--- src/rtl/fb_branch_predictor.sv ---
// Dynamic branch predictor/resolver: direct-mapped BHT/BTB of 2-bit saturating
// counters, IF-stage lookup, MEM-stage resolve, training and mispredict count.
module fb_branch_predictor #(
  parameter int XLEN      = 32,
  parameter int BHT_DEPTH = 64,
  parameter int TAG_W     = 8,
  parameter int CNT_W     = 16
) (
  input  logic             clk,
  input  logic             rst,
  input  logic [XLEN-1:0]  pc,
  output logic             predict_taken,
  output logic [XLEN-1:0]  predict_pc,
  input  logic             res_valid,
  input  logic [XLEN-1:0]  res_pc,
  input  logic [2:0]       res_funct3,
  input  logic [XLEN-1:0]  res_target,
  input  logic             res_pred_taken,
  input  logic [XLEN-1:0]  res_pred_pc,
  input  logic             NF,
  input  logic             ZF,
  input  logic             CF,
  input  logic             VF,
  output logic             mispredict,
  output logic [XLEN-1:0]  redirect_pc,
  output logic [CNT_W-1:0] mispredict_cnt
);

  localparam int IDX_W = $clog2(BHT_DEPTH);

  logic             valid_q  [BHT_DEPTH];
  logic [TAG_W-1:0] tag_q    [BHT_DEPTH];
  logic [XLEN-1:0]  target_q [BHT_DEPTH];
  logic [1:0]       ctr_q    [BHT_DEPTH];
  logic [CNT_W-1:0] cnt_q;

  logic [IDX_W-1:0] idx, res_idx;
  logic [TAG_W-1:0] tag, res_tag;
  logic             hit, res_hit;
  logic             type_ok, actual_taken, update_en;

  assign idx     = pc[IDX_W+1:2];
  assign tag     = pc[IDX_W+TAG_W+1:IDX_W+2];
  assign res_idx = res_pc[IDX_W+1:2];
  assign res_tag = res_pc[IDX_W+TAG_W+1:IDX_W+2];

  assign hit     = valid_q[idx] && (tag_q[idx] == tag);
  assign res_hit = valid_q[res_idx] && (tag_q[res_idx] == res_tag);

  // Lookup reads the registered table, so a same-cycle update is not bypassed.
  assign predict_taken = hit && ctr_q[idx][1];
  assign predict_pc    = predict_taken ? target_q[idx] : pc + XLEN'(4);

  always_comb begin
    type_ok      = 1'b1;
    actual_taken = 1'b0;
    case (res_funct3)
      3'b000:  actual_taken = ZF;
      3'b001:  actual_taken = !ZF;
      3'b100:  actual_taken = NF ^ VF;
      3'b101:  actual_taken = !(NF ^ VF);
      3'b110:  actual_taken = CF;
      3'b111:  actual_taken = !CF;
      default: type_ok = 1'b0;
    endcase
  end

  assign update_en   = res_valid && type_ok;
  assign mispredict  = update_en &&
                       ((actual_taken != res_pred_taken) ||
                        (actual_taken && res_pred_taken && (res_target != res_pred_pc)));
  assign redirect_pc = actual_taken ? res_target : res_pc + XLEN'(4);

  assign mispredict_cnt = cnt_q;

  always_ff @(posedge clk or posedge rst) begin
    if (rst) begin
      for (int i = 0; i < BHT_DEPTH; i++) begin
        valid_q[i] <= 1'b0;
        ctr_q[i]   <= 2'b01;
      end
      cnt_q <= '0;
    end else begin
      if (update_en) begin
        if (res_hit) begin
          if (actual_taken && ctr_q[res_idx] != 2'b11)
            ctr_q[res_idx] <= ctr_q[res_idx] + 2'd1;
          else if (!actual_taken && ctr_q[res_idx] != 2'b00)
            ctr_q[res_idx] <= ctr_q[res_idx] - 2'd1;
        end else if (actual_taken) begin
          valid_q[res_idx] <= 1'b1;
          ctr_q[res_idx]   <= 2'b10;
        end
      end
      if (mispredict && cnt_q != {CNT_W{1'b1}})
        cnt_q <= cnt_q + CNT_W'(1);
    end
  end

  // Tag/target carry no reset; valid gates them. Writing the tag on a taken hit is harmless.
  always_ff @(posedge clk) begin
    if (update_en && actual_taken) begin
      tag_q[res_idx]    <= res_tag;
      target_q[res_idx] <= res_target;
    end
  end

endmodule

--- config.mk ---
export PLATFORM = sky130hd
export DESIGN_NAME = fb_branch_predictor
export DESIGN_NICKNAME = d
export VERILOG_FILES = /design/src/rtl/fb_branch_predictor.sv
export SDC_FILE = /design/constraint.sdc
export NUM_CORES = 2
export LEC_CHECK = 0
export CORE_UTILIZATION = 50
export DETAILED_ROUTE_END_ITERATION = 16
export HOLD_SLACK_MARGIN = 0.1
export PLACE_DENSITY = 0.66
export SYNTH_ARGS = -nofsm -noshare
export SYNTH_HDL_FRONTEND = slang
export SYNTH_SLANG_ARGS = --single-unit
--- constraint.sdc ---
create_clock -name clk -period 19.6 [get_ports clk]
set_clock_uncertainty 0.05 [all_clocks]
set_input_delay 3.92 -clock clk [delete_from_list [all_inputs] [get_ports clk]]
set_output_delay 3.92 -clock clk [all_outputs]
set_load 0.005 [all_outputs]
======== Word-level counts from Yosys, hierarchy flattened ========
Memories as Yosys holds them, arrays and structs flattened.
Cells that the tools add are included.
cells by class
  add/subtract/negate cells ............... 5
  $lt $le $gt $ge ......................... 3
  eq/ne operators ......................... 12
  mux-type cells .......................... 28
  bitwise gates (word level) .............. 8
  reductions and logical operators ........ 23
operators with widths
  kind                                                                           number
  128-bit 2-to-1 mux                                                             4
  128-bit bitwise mux                                                            2
  64-bit bitwise OR                                                              2
  32-bit by 3-bit adder with 32-bit output (second input constant)               2
  64-bit bitwise AND                                                             1
  32-bit 2-to-1 mux                                                              2
  64-bit NOT                                                                     1
  32-bit inequality test                                                         1
  2-bit binary-select mux with 6-bit select                                      2
  16-bit by 1-bit adder with 16-bit output (second input constant)               1
  8-bit == test                                                                  2
  16-bit inequality test (second input constant)                                 1
  7-bit greater-or-equal comparator (second input constant)                      2
  6-bit NOT with 7-bit output                                                    2
  1-bit binary-select mux with 6-bit select                                      2
  2-bit demux with 6-bit select                                                  1
  3-bit == test (second input constant)                                          4
  1-bit logical AND                                                              12
  2-bit 2-to-1 mux                                                               5
  1-bit 2-to-1 mux                                                               8
  7-bit by 1-bit less-than comparator with 1-bit output (second input constant)  1
  1-bit demux with 6-bit select                                                  1
  1-bit case mux with 6 select lines                                             1
  3-bit AND reduction                                                            2
  13 further kinds                                                               17
word-level totals
  register bits after elaboration ......... 208
  bits in writable memories ............... 2560
  input bits .............................. 139
  output and inout bits ................... 82
  word-level logic and storage cells ...... 210
  memories kept ........................... 2
memory list
  name      words  bits a word  rd ports  clocked after Yosys merged registers in  wr ports  RTL line  source
  target_q  64     32           1         0                                        1         33        logic [XLEN-1:0] target_q [BHT_DEPTH];
  tag_q     64     8            2         0                                        1         32        logic [TAG_W-1:0] tag_q [BHT_DEPTH];

======== Logic depth before layout (Yosys ltp) ========
  depth in word-level cells ............... 9
  mapped depth ............................ 21
  depth with buffers taken out ............ 14

======== Worst setup path before layout ========
OpenSTA, ideal clock, no wires.
  path kind ............................... input to output
  start ................................... in pc[2]
  end ..................................... out predict_pc[1]
  arrival ................................. 7.651 ns
  required time ........................... 15.630 ns
  path slack .............................. 7.979 ns
  cell stages on the path ................. 13
  buffers on the path ..................... 7
  path through ............................ buf_2 > buf_2 > buf_2 > clkbuf_1 > clkbuf_1 > buf_2 > buf_1 > mux4_2 > mux4_2 > mux2_2 > nand2_1 > o21ai_0 > mux2_2
between the ends
  longest elaborated chain between the ends .. 7
  elaborated cells on any way between the ends .. 13
  those cells by class .................... 1 x eq/ne; 7 x mux; 1 x bitwise; 2 x reduce/logical; 2 x memory
ends and longest elaborated chain
  what                                                                            RTL line  source
  start, declared                                                                 11        input logic [XLEN-1:0] pc,
  parallel branches: the longest is 6 deep, another holds memory read 64 x 8 bit  -
  32-bit 2-to-1 mux *                                                             52        assign predict_pc = predict_taken ? target_q[idx] : pc + XLEN'(4);
  end, declared                                                                   13        output logic [XLEN-1:0] predict_pc,
Mark *: on every way between the ends. The select of a mux whose other input is x is not followed.

======== Worst setup path in the final report ========
  start ................................... in pc[2]
  end ..................................... out predict_pc[12]
Same word-level chain as after synthesis.

==> metrics.txt <==
vias in the first global route=62600; power density over the cells=98.5 nW/µm²; max_cap viols=0; CTS max path bufs=4; clk slew on worst S/H paths=0.06 ns; Fin Hold WS=0.447 ns; CTS tree=yes; CP Data Arrival Time=just over 10 ns; clk sinks=around 2800; 1st-pass router iterations=6; commonest non-fill, non-tap cell in the layout=edfxtp_1; Nets=6019; Port Buf Inserts=220; Synth Flop Type=edfxtp_1; Syn Nets=5652; Die X=about 480 µm; placed wire-length estimate=around 210000 µm; fraction of registers with async set/reset=7.51%; I/O pins=221; max-slew violations=0; Avg Vias per Cell=7.08; Slew headroom=6.56%; Yosys cell types=80; GRT Residual Overflow=0; Post-Syn Area per Cell=between 20 and 25 µm²; core box area=228000 µm²; M1 GR Usage=45.2%; number of remaining DRC errors=0; worst min path class=register to register; Final Wtd Congestion=0.951; Syn Inst Count=5507; CP Data Required Time=15.63 ns; period utilisation layout=71.7%; Final Hold Viols=0; setup TNS=0 ns; overall global routing resource usage=around 32%; Worst Hold Launch=mispredict_cnt[11]; M2 GR Usage=47.2%; Ys Warns=0; synthesis-stage register bit count=2768; highest achievable clock rate=71.2 MHz; Die Ht=481 µm; leakage power=41.4 nW; Area growth syn-to-layout=13.7%; total wire length=374000 µm; most frequent cells in the layout=edfxtp_1, mux4_2, clkbuf_16; met3 GRT Util=8.24%; Root Driver=clkbuf_16; Die ar.=between 200000 and 250000 µm²; post-layout util=57.3%; Routed wire per std cell=between 40 and 50 µm; Critical Path End Type=output pin; startpoint types=input port; min cycle time layout=14.05 ns; post-CTS setup buffer count=0; Initial Utilization=50.4%; r2r startpoint=tag_q[13][7]; cts repair resizes=0; Max IR drop VDD=just over 70 µV; FP Rows=175; # setup viols final=0; Synth Cell Area=115000 µm²; Skew-Pair Late Insertion Delay=0.96 ns; worst-path fanout max=103; initial DRC count=10800; Antenna Nets Post-Route=0; initial antenna violation count=19; Post-synth EDFFs=2560; largest net degree at the start of global routing=138; status=finished clean; critical path type=input port to output pin; CP Launch Point=pc[2]; post-synthesis sequential area ratio=71.6%; H-tree levels=5; CTS buffer count=slightly above 300; busiest grt layer=met2; global-route wire length before repair=511000 µm; Least-Margin Pin Slew=~1.4 ns; Vias=64400; RSZ-0062 raised after global routing=no; share of post-route cells with drive strength above 1=31.5%; cts hold-fix bufs=0
==> layout make-up <==
class | instances | area [µm²]
fill | 16600 | 97300
sequential | 2768 | 82200
multi-input combinational | 2349 | 31500
clock buffer | 383 | 8100
tap | 3009 | 3760
timing repair buffer | 431 | 3670
clock inverter | 133 | 1160
inverter | 21 | 87.6
antenna | 10 | 25.0
==> path summary, 6_finish.rpt <==
check / endpoint / slack (ns) / depth (start not counted)
hold reg to reg: mispredict_cnt[11] / 0.45 / 1
setup reg to reg: ctr_q[115] / 14.01 / 11
max in group asynchronous: valid_q[24] / 14.30 / 3
hold / removal: mispredict_cnt[11] / 0.45 / 1
setup / recovery: predict_pc[12] / 5.55 / 12
min in group asynchronous: mispredict_cnt[8] / 3.55 / 2
==> cell usage after synthesis (all sizes together) (72+ instances only) <==
cell type,number,area (µm²)
mux2i,83,831
dfrtp,144,3600
nand3,79,395
nor2,120,453
mux2,190,2140
mux4,897,20200
o21ai,78,390
clkbuf,231,868
nand2,174,653
edfxtp,2560,76900
buf,138,703
a22oi,72,541
xnor2,91,797
==> power by group <==
| part | internal (mW) | switching (mW) | leakage [nW] |
|---|---|---|---|
| clock | 3.16 | 2.29 | 4.52 |
| combinational | 0.353 | 0.504 | 11.3 |
| sequential | 6.50 | 0.0387 | 25.6 |
==> worst max-delay path: stages <==
cell,delay [ns]
buf_8,0.58
buf_12,0.57
buf_4,0.64
mux4_2,0.59
mux4_2,0.51
mux4_2,0.63
xnor2_1,0.24
nand4b_1,0.19
nor3b_4,0.25
buf_4,0.61
mux2_2,0.41
clkdlybuf4s50_1,0.48
==> logic make-up (layout without fill, tap and decap cells) <==
group | Yosys count | in the layout | synth area share (%)
DFF | 2768 | 2768 | 71.6
muxes | 1170 | 1170 | 20.2
AOI/OAI and AO/OA | 535 | 535 | 3.53
and+or+nand+nor | 518 | 518 | 2.20
buffers and inverters | 390 | 968 | 1.44
xor gates and xnor gates | 120 | 120 | 0.916
adders and majority gates | 6 | 6 | 0.0655
other | 0 | 10 | 0
==> flip-flops by register name, summed over array words and instances, names as in the netlist <==
| name | count |
|---|---|
| ctr_q | 128 |
| valid_q | 64 |
| target_q | 2048 |
| tag_q | 512 |
| mispredict_cnt | 16 |
==> stage by stage <==
step                cells  worst slack, ns  instance area, µm²  total power, mW
detailed placement   8578             5.55              121000             7.51
CTS                  9094             5.55              130000             12.9
floorplan            5507             7.98              115000             7.12
finish               9104             5.55              130000             12.8
global route         9096             5.31              130000             13.1
global placement     8578             5.53              121000             7.49
==> routing by layer <==
layer,up-vias,wire [µm],part of all wire [%]
li1,24100,-,-
met1,34100,136000,36
met2,5216,167000,45
met3,1018,47900,13
met4,6,23500,6.3
met5,-,30,0.0080
Note: power is estimated with default switching activity, not from simulation.
